===== src/rtl/sonic_sensor_array.sv =====
// Multi-channel ultrasonic ranger: triggers each masked channel in turn, times its echo and queues results.
// Continuous round-robin scanning is built only when SONIC_SCAN_EN is defined.
module sonic_sensor_array #(
  parameter int NUM_CH         = 4,
  parameter int TRIG_CYCLES    = 1000,
  parameter int TIMEOUT_CYCLES = 3000000,
  parameter int HOLDOFF_CYCLES = 6000000,
  parameter int RES_DEPTH      = 8
) (
  input  logic              clk,
  input  logic              rst_n,
  input  logic [31:0]       cmd_data,
  input  logic              cmd_valid,
  output logic              cmd_ready,
  output logic [31:0]       res_data,
  output logic              res_valid,
  input  logic              res_ready,
  output logic [NUM_CH-1:0] trig_out,
  input  logic [NUM_CH-1:0] echo_in,
  output logic              busy,
  output logic [2:0]        led_out
);

  localparam int          AW        = $clog2(RES_DEPTH);
  localparam logic [31:0] TRIG_LAST = 32'(TRIG_CYCLES - 1);
  localparam logic [31:0] HOLD_LAST = 32'(HOLDOFF_CYCLES - 1);
  localparam logic [23:0] TMO_LAST  = 24'(TIMEOUT_CYCLES - 1);

  typedef enum logic [2:0] {
    IDLE, SELECT, TRIG, WAIT_RISE, MEASURE, PUSH, HOLDOFF
  } state_t;

  state_t            r_state, w_next;
  logic [NUM_CH-1:0] r_mask;
  logic [NUM_CH-1:0] r_echo_m, r_echo_s;
  logic [NUM_CH-1:0] w_sel_src, w_pick_onehot, w_sel_onehot;
  logic [3:0]        r_sel, w_pick_idx;
  logic [31:0]       r_cnt;
  logic [23:0]       r_tmo, r_width;
  logic              r_flag, r_last_tmo;
  logic [AW:0]       r_wr_ptr, r_rd_ptr;
  logic [31:0]       r_mem [RES_DEPTH];
  logic              w_empty, w_full, w_push, w_pop, w_cmd_acc;
  logic              w_echo, w_tmo_hit;
  logic              w_unused;

  assign w_unused = ^cmd_data;

`ifdef SONIC_SCAN_EN
  logic              r_scan;
  logic [NUM_CH-1:0] r_orig;

  always_ff @(posedge clk or negedge rst_n) begin
    if (!rst_n) begin
      r_scan <= 1'b0;
      r_orig <= '0;
    end else if (w_cmd_acc) begin
      r_scan <= cmd_data[16];
      r_orig <= cmd_data[NUM_CH-1:0];
    end
  end

  // An exhausted mask reloads from the original command while scanning.
  assign w_sel_src = (r_mask == '0 && r_scan) ? r_orig : r_mask;
  assign cmd_ready = (r_state == IDLE) || (r_scan && r_state == HOLDOFF);
`else
  assign w_sel_src = r_mask;
  assign cmd_ready = (r_state == IDLE);
`endif

  assign w_cmd_acc     = cmd_valid && cmd_ready;
  assign w_pick_onehot = w_sel_src & (~w_sel_src + NUM_CH'(1));
  assign w_sel_onehot  = NUM_CH'(1) << r_sel;
  assign w_echo        = |(r_echo_s & w_sel_onehot);
  assign w_tmo_hit     = (r_tmo == TMO_LAST);

  always_comb begin
    w_pick_idx = '0;
    for (int i = NUM_CH - 1; i >= 0; i--) begin
      if (w_sel_src[i]) w_pick_idx = 4'(i);
    end
  end

  assign w_empty   = (r_wr_ptr == r_rd_ptr);
  assign w_full    = (r_wr_ptr[AW] != r_rd_ptr[AW]) &&
                     (r_wr_ptr[AW-1:0] == r_rd_ptr[AW-1:0]);
  assign res_valid = !w_empty;
  assign w_pop     = res_valid && res_ready;
  // A simultaneous pop frees the slot, so a full buffer still accepts the push.
  assign w_push    = (r_state == PUSH) && (!w_full || w_pop);
  assign res_data  = w_empty ? 32'd0 : r_mem[r_rd_ptr[AW-1:0]];

  assign trig_out = (r_state == TRIG) ? w_sel_onehot : '0;
  assign busy     = (r_state != IDLE);
  assign led_out  = {r_last_tmo, busy, res_valid};

  always_ff @(posedge clk or negedge rst_n) begin
    if (!rst_n) r_state <= IDLE;
    else        r_state <= w_next;
  end

  always_comb begin
    w_next = r_state;
    case (r_state)
      IDLE:      if (w_cmd_acc) w_next = SELECT;
      SELECT:    w_next = (w_sel_src == '0) ? IDLE : TRIG;
      TRIG:      if (r_cnt == TRIG_LAST) w_next = WAIT_RISE;
      WAIT_RISE: begin
        if (w_tmo_hit)   w_next = PUSH;
        else if (w_echo) w_next = MEASURE;
      end
      MEASURE:   if (w_tmo_hit || !w_echo) w_next = PUSH;
      PUSH:      if (w_push) w_next = HOLDOFF;
      HOLDOFF:   if (r_cnt == HOLD_LAST) w_next = SELECT;
      default:   w_next = IDLE;
    endcase
  end

  always_ff @(posedge clk or negedge rst_n) begin
    if (!rst_n) begin
      r_mask     <= '0;
      r_sel      <= '0;
      r_cnt      <= '0;
      r_tmo      <= '0;
      r_width    <= '0;
      r_flag     <= 1'b0;
      r_last_tmo <= 1'b0;
      r_wr_ptr   <= '0;
      r_rd_ptr   <= '0;
      r_echo_m   <= '0;
      r_echo_s   <= '0;
    end else begin
      r_echo_m <= echo_in;
      r_echo_s <= r_echo_m;
      if (w_push) r_wr_ptr <= r_wr_ptr + (AW+1)'(1);
      if (w_pop)  r_rd_ptr <= r_rd_ptr + (AW+1)'(1);
      case (r_state)
        SELECT: begin
          r_sel  <= w_pick_idx;
          r_mask <= w_sel_src & ~w_pick_onehot;
          r_cnt  <= '0;
        end
        TRIG: begin
          r_cnt   <= r_cnt + 32'd1;
          r_tmo   <= '0;
          r_width <= '0;
          r_flag  <= 1'b0;
        end
        // The first high sample is counted here so the width covers the whole pulse.
        WAIT_RISE: begin
          r_tmo <= r_tmo + 24'd1;
          if (w_tmo_hit)   r_flag  <= 1'b1;
          else if (w_echo) r_width <= 24'd1;
        end
        MEASURE: begin
          r_tmo <= r_tmo + 24'd1;
          if (w_tmo_hit)   r_flag  <= 1'b1;
          else if (w_echo) r_width <= r_width + 24'd1;
        end
        PUSH: begin
          if (w_push) begin
            r_last_tmo <= r_flag;
            r_cnt      <= '0;
          end
        end
        HOLDOFF: r_cnt <= r_cnt + 32'd1;
        default: ;
      endcase
      if (w_cmd_acc) r_mask <= cmd_data[NUM_CH-1:0];
    end
  end

  always_ff @(posedge clk) begin
    if (w_push) r_mem[r_wr_ptr[AW-1:0]] <= {r_flag, 3'b000, r_sel, r_width};
  end

endmodule

===== config.mk =====
export PLATFORM = sky130hd
export DESIGN_NAME = sonic_sensor_array
export DESIGN_NICKNAME = d
export VERILOG_FILES = /design/src/rtl/sonic_sensor_array.sv
export SDC_FILE = /design/constraint.sdc
export NUM_CORES = 1
export LEC_CHECK = 0
export CAP_MARGIN = 25
export CELL_PAD_IN_SITES_DETAIL_PLACEMENT = 1
export CELL_PAD_IN_SITES_GLOBAL_PLACEMENT = 1
export CORE_MARGIN = 2
export CORE_UTILIZATION = 37
export DETAILED_ROUTE_END_ITERATION = 7
export PLACE_DENSITY = 0.58
export SLEW_MARGIN = 20
export SYNTH_ARGS = -nofsm -noshare
export SYNTH_HDL_FRONTEND = slang
export SYNTH_SLANG_ARGS = --single-unit

===== constraint.sdc =====
create_clock -name clk -period 5.15 [get_ports clk]
set_clock_uncertainty 0.05 [all_clocks]
set_input_delay 1.03 -clock clk [delete_from_list [all_inputs] [get_ports clk]]
set_output_delay 1.03 -clock clk [all_outputs]
set_load 0.05 [all_outputs]

=== Word level (Yosys, flattened, before mapping) ===
Memory sizes are Yosys's and may differ from the RTL's.
Cells that the tools add are included.
Widths: inputs -> output; s select.

* RAM bits: 232
* Word-level logic and storage cells: 101
* Output and inout bits: 42
* Input bits: 40
* Register bits: 109
* Memories kept: 1

* Reductions and logical operators: 24
* Add/subtract/negate cells: 6
* Mux-type cells: 29
* Shifts and indexed selects: 1
* Bitwise logic cells: 5
* Equal/unequal tests: 23

{| class="wikitable"
|+ Memory list
! name !! words !! bits a word !! read ports !! clocked after Yosys merged registers in !! write ports !! line !! text
|-
| r_mem || 8 || 29 || 1 || 0 || 1 || 42 || <nowiki>logic [31:0] r_mem [RES_DEPTH];</nowiki>
|}

{| class="wikitable"
|+ Operators with widths
! operator !! number
|-
| $mux 24 || 4
|-
| $pmux 32 s3 || 1
|-
| $pmux 24 s3 || 1
|-
| $mux 32 || 2
|-
| $add 24x1->24 const B || 2
|-
| $pmux 24 s2 || 1
|-
| $add 32x1->32 const B || 1
|-
| $eq 32x10->1 const B || 1
|-
| $eq 32x23->1 const B || 1
|-
| $eq 24x22->1 const B || 1
|-
| $mux 3 || 7
|-
| $pmux 3 s7 || 1
|-
| $mux 4 || 4
|-
| $ne 2x2->1 const B || 7
|-
| $add 4x1->4 const B || 3
|-
| $and 4x4->4 || 3
|-
| $eq 3x3->1 const B || 3
|-
| $reduce_bool 3->1 || 3
|-
| $mux 2 || 4
|-
| $not 4->4 || 2
|-
| $eq 3x2->1 const B || 2
|-
| $ne 2x1->1 const B || 3
|-
| $reduce_and 2->1 || 3
|-
| $reduce_and 6->1 || 1
|-
| other kinds (17) || 27
|}

=== Logic depth before layout (Yosys ltp) ===
* Word-level depth: 7
* Depth in mapped cells: 8
* Depth with buffers taken out: 6

=== Least setup slack after synthesis ===
No wires, ideal clock.

* Path kind: input to register
* Start point: in res_ready
* End point: mem r_mem[1][0] (netlist bit) (enable)
* Setup slack: 0.536 ns
* Arrival: 4.075 ns
* Buffers on the path: 0
* Stages: 2
* Required time: 4.611 ns
* Setup time: 0.489 ns
* Cells stage by stage: o311ai_4 nor4b_1

* Longest elaborated chain between the ends: 5

{| class="wikitable"
|+ RTL lines
! element !! line !! text
|-
| start, declared || 17 || <nowiki>input logic res_ready,</nowiki>
|-
| $logic_and 1x1->1 || 88 || <nowiki>assign w_pop = res_valid && res_ready;</nowiki>
|-
| $logic_or 1x1->1 || 90 || <nowiki>assign w_push = (r_state == PUSH) && (!w_full || w_pop);</nowiki>
|-
| $logic_and 1x1->1 || 90 ||
|-
| $mux 1 || 174 || <nowiki>if (w_push) r_mem[r_wr_ptr[AW-1:0]] <= {r_flag, 3'b000, r_sel, r_width};</nowiki>
|-
| $mux 1 (implied by the code) || 174 ||
|-
| end, declared || 42 ||
|}

Every way passes these cells.

=== Worst setup path after layout ===
* Start point: reg r_rd_ptr[0]
* End point: out res_data[7]

* Longest elaborated chain between the ends: 2
* Elaborated cells between the ends (all ways): 3
* Classes of those cells: 1 x eq/ne; 1 x mux; 1 x memory

{| class="wikitable"
|+ RTL lines
! element !! line !! text
|-
| start, declared || 41 || <nowiki>logic [AW:0] r_wr_ptr, r_rd_ptr;</nowiki>
|-
| start signal, assigned || 136 || <nowiki>if (w_pop) r_rd_ptr <= r_rd_ptr + (AW+1)'(1);</nowiki>
|-
| $mem_v2 8x29 or $eq 4x4->1 (tied branches) || -- ||
|-
| $mux 32 (*) || 91 || <nowiki>assign res_data = w_empty ? 32'd0 : r_mem[r_rd_ptr[AW-1:0]];</nowiki>
|-
| end, declared || 15 || <nowiki>output logic [31:0] res_data,</nowiki>
|}

Every way passes the cells marked *; elsewhere a longest branch is shown, timed or not.

==> results.ini <==
[place]
gp_congestion = 0.713
numPortBuffers = 48
hpwl_um = 19800

[sta]
post-route-min-period_ps = 4300
max_freq_mhz = 232
tightest_slew_ps = 869
rsz0062_at_grt = no
holdWs_ps = 295
drv_slew = 0
min_period_over_period = 0.835
fin_setup_tns_ps = 0
finalSetupViolations = 0
timing_hold_violations_final = 0
slew_headroom = 0.421

[floorplan]
rows = 71
core_region_area_mm2 = 0.0378
dieWidth_um = 200
ios = 82
die-height_um = 200
initial_core_util = 0.376
dieArea_mm2 = 0.0399

[worst_setup_path]
crit_path_top_delay_cell = dfrtp_4
worstSetupStartpointType = flop
path_max_fanout = 32
required_ps = 4070
crit_arrival_ps = 3220
worst-setup-path-type = reg -> out
path_cells = buf_12 > mux4_2 > mux2i_1 > nor2_1 > clkdlybuf4s50_1
cpPeakStageDelay_ps = 790
r2r_cells = 5
cp-end-kind = output port

[clock_tree]
cts_setup_buffers = 0
clock_path_buffers = 3
cts_resized = 0
numCtsBuffers = 38
postCtsHoldBufs = 0
clkSinkCount = 323
h-tree-depth = 2
cts_root_buffer = clkbuf_16
clkTransAtPathRegs_ps = 60
clk_latency_ps = 540
cts_tree = yes

[route]
post_drt_wl_per_cell_um = 21.2
vias = 8427
wl_um = 33400
firstDrtPassIters = 4
vias_per_cell = 5.36
ant_nets = 0
first_iter_violations = 442
drc = 0

[cells_and_area]
syn_to_final_growth_pct = 15.9
utilization = 0.436
antenna_cells = 0
mostFrequentLayoutCell = edfxtp_1
nets = 1076
final_cell_mix = 216 x edfxtp_1, 104 x dfrtp_1, 77 x nand2_1, 58 x nor2_1, 55 x mux4_2
drive_above_1_share = 0.162

[logic_synthesis]
synth_top_flop_cell = edfxtp_1
avgSynthCellArea_um2 = 14.5
synth_edf_count = 216
ys_ff_latch = 323
ys_seq_area_frac = 0.646
syn_inst = 981
async_reset_ff_frac = 0.331
ys_types = 72
ys_warn_count = 0
synth.cell_area_mm2 = 0.0142

[power]
leakagePower_nw = 5.57
peakVddDrop_mv = 0.272
power_density_mw_per_mm2 = 542

[hold_path]
hold_path_depth = 0
holdCritPathClass = reg -> reg

[global_routing]
overflow = 0
grt_usage = 0.177
grt_pass1_vias = 8942
grt_max_degree = 62
antenna_found_initial = 0
grt_pass1_wl_um = 53600

[run]
drv_cap = 0

[status]
status = complete, no violations

## cells in the mapped netlist (3+ instances only)
| cell type | count | area [µm²] |
|---|---|---|
| nand3_1 | 45 | 225 |
| nand4_1 | 24 | 150 |
| nor3_1 | 13 | 65.1 |
| xnor2_1 | 14 | 123 |
| and4_1 | 5 | 43.8 |
| and3_1 | 14 | 87.6 |
| o211ai_1 | 5 | 37.5 |
| and2_1 | 11 | 68.8 |
| a22o_1 | 5 | 43.8 |
| nor4_1 | 14 | 87.6 |
| nor4b_1 | 7 | 61.3 |
| buf_1 | 4 | 15.0 |
| nor2_1 | 58 | 218 |
| mux4_2 | 55 | 1240 |
| ha_1 | 5 | 62.6 |
| nand3b_1 | 8 | 60.1 |
| clkbuf_1 | 26 | 97.6 |
| a21oi_1 | 27 | 135 |
| a22oi_1 | 5 | 37.5 |
| nor2b_1 | 6 | 37.5 |
| or3_1 | 8 | 50.1 |
| edfxtp_1 | 216 | 6490 |
| a21o_1 | 4 | 30.0 |
| nor2_4 | 3 | 33.8 |
| nor2_2 | 6 | 37.5 |
| nand2_1 | 78 | 293 |
| inv_1 | 16 | 60.1 |
| xor2_1 | 15 | 131 |
| buf_2 | 17 | 85.1 |
| mux2i_1 | 52 | 521 |
| buf_6 | 4 | 45.0 |
| buf_4 | 10 | 75.1 |
| o21ai_0 | 32 | 160 |
| dfrtp_1 | 107 | 2680 |
| a31oi_1 | 8 | 50.1 |
| a211oi_1 | 4 | 30.0 |
| o31ai_1 | 5 | 37.5 |
## final cells by class
cell class | count | area, µm²
Sequential cell | 323 | 9170
Timing Repair Buffer | 68 | 653
Fill cell | 3790 | 21300
Multi-Input combinational cell | 584 | 4700
Tap cell | 511 | 639
Inverter | 16 | 60.1
Clock inverter | 22 | 210
Clock buffer | 47 | 1020
## worst max-delay path: cells and delay by family, from the launching register on
family	cells	cell delay, ps
buf+inv	2	1050
flops	1	790
mux	2	740
simple gates	1	70
## path summary, 6_finish.rpt
kind,start,endpoint,slack [ps]
max,r_rd_ptr[0],res_data[7],850
min,r_echo_m[0],r_echo_s[0],290
max reg2reg,r_state[2],r_width[23],1960
min reg2reg,r_echo_m[0],r_echo_s[0],290
max in group asynchronous,rst_n,r_tmo[7],3520
min in group asynchronous,rst_n,r_cnt[29],540
## per-stage QoR
| stage | power (mW) | std cells | setup slack (ps) | cell area, µm² |
|---|---|---|---|---|
| CTS | 9.07 | 1571 | 721 | 16500 |
| global route | 9.40 | 1571 | 595 | 16500 |
| finish | 8.92 | 1571 | 848 | 16500 |
| detailed placement | 6.38 | 1502 | 1310 | 15200 |
| global placement | 6.33 | 1500 | 1310 | 15200 |
| floorplan | 5.45 | 985 | 536 | 14200 |
## kinds of logic (layout without fill, tap and decap cells)
kind of cell / count (synthesis) / in the layout / synth area share
xor gates and xnor gates: 29 / 29 / 0.0179
AOI/OAI and AO/OA: 122 / 122 / 0.0610
other: 1 / 5 / 0.000264
buffers and inverters: 78 / 153 / 0.0280
DFF: 323 / 323 / 0.646
adders and majority gates: 5 / 5 / 0.00441
muxes: 108 / 108 / 0.125
and+or+nand+nor: 315 / 315 / 0.118
## power by group
part	switching [mW]	internal, mW
combinational	1.83	1.09
sequential	0.371	2.97
clock	1.06	1.60
## registers in the layout, summed over array words and instances (netlist names), 2 cells and up
| signal | cells |
|---|---|
| r_echo_m | 4 |
| r_echo_s | 4 |
| r_mask | 4 |
| r_mem | 216 |
| r_wr_ptr | 4 |
| r_width | 24 |
| r_state | 3 |
| r_tmo | 24 |
| r_cnt | 32 |
| r_rd_ptr | 4 |
| r_sel | 2 |
## metal layers
layer | vias up | share of wire | global-route usage
li1 | 3861 | - | -
met1 | 4400 | 0.46 | 0.241
met2 | 118 | 0.49 | 0.292
met3 | 48 | 0.031 | 0.0267
met4 | 0 | 0.021 | 0.0560
met5 | - | 0 | 0
Note: power is estimated with default switching activity, not from simulation.
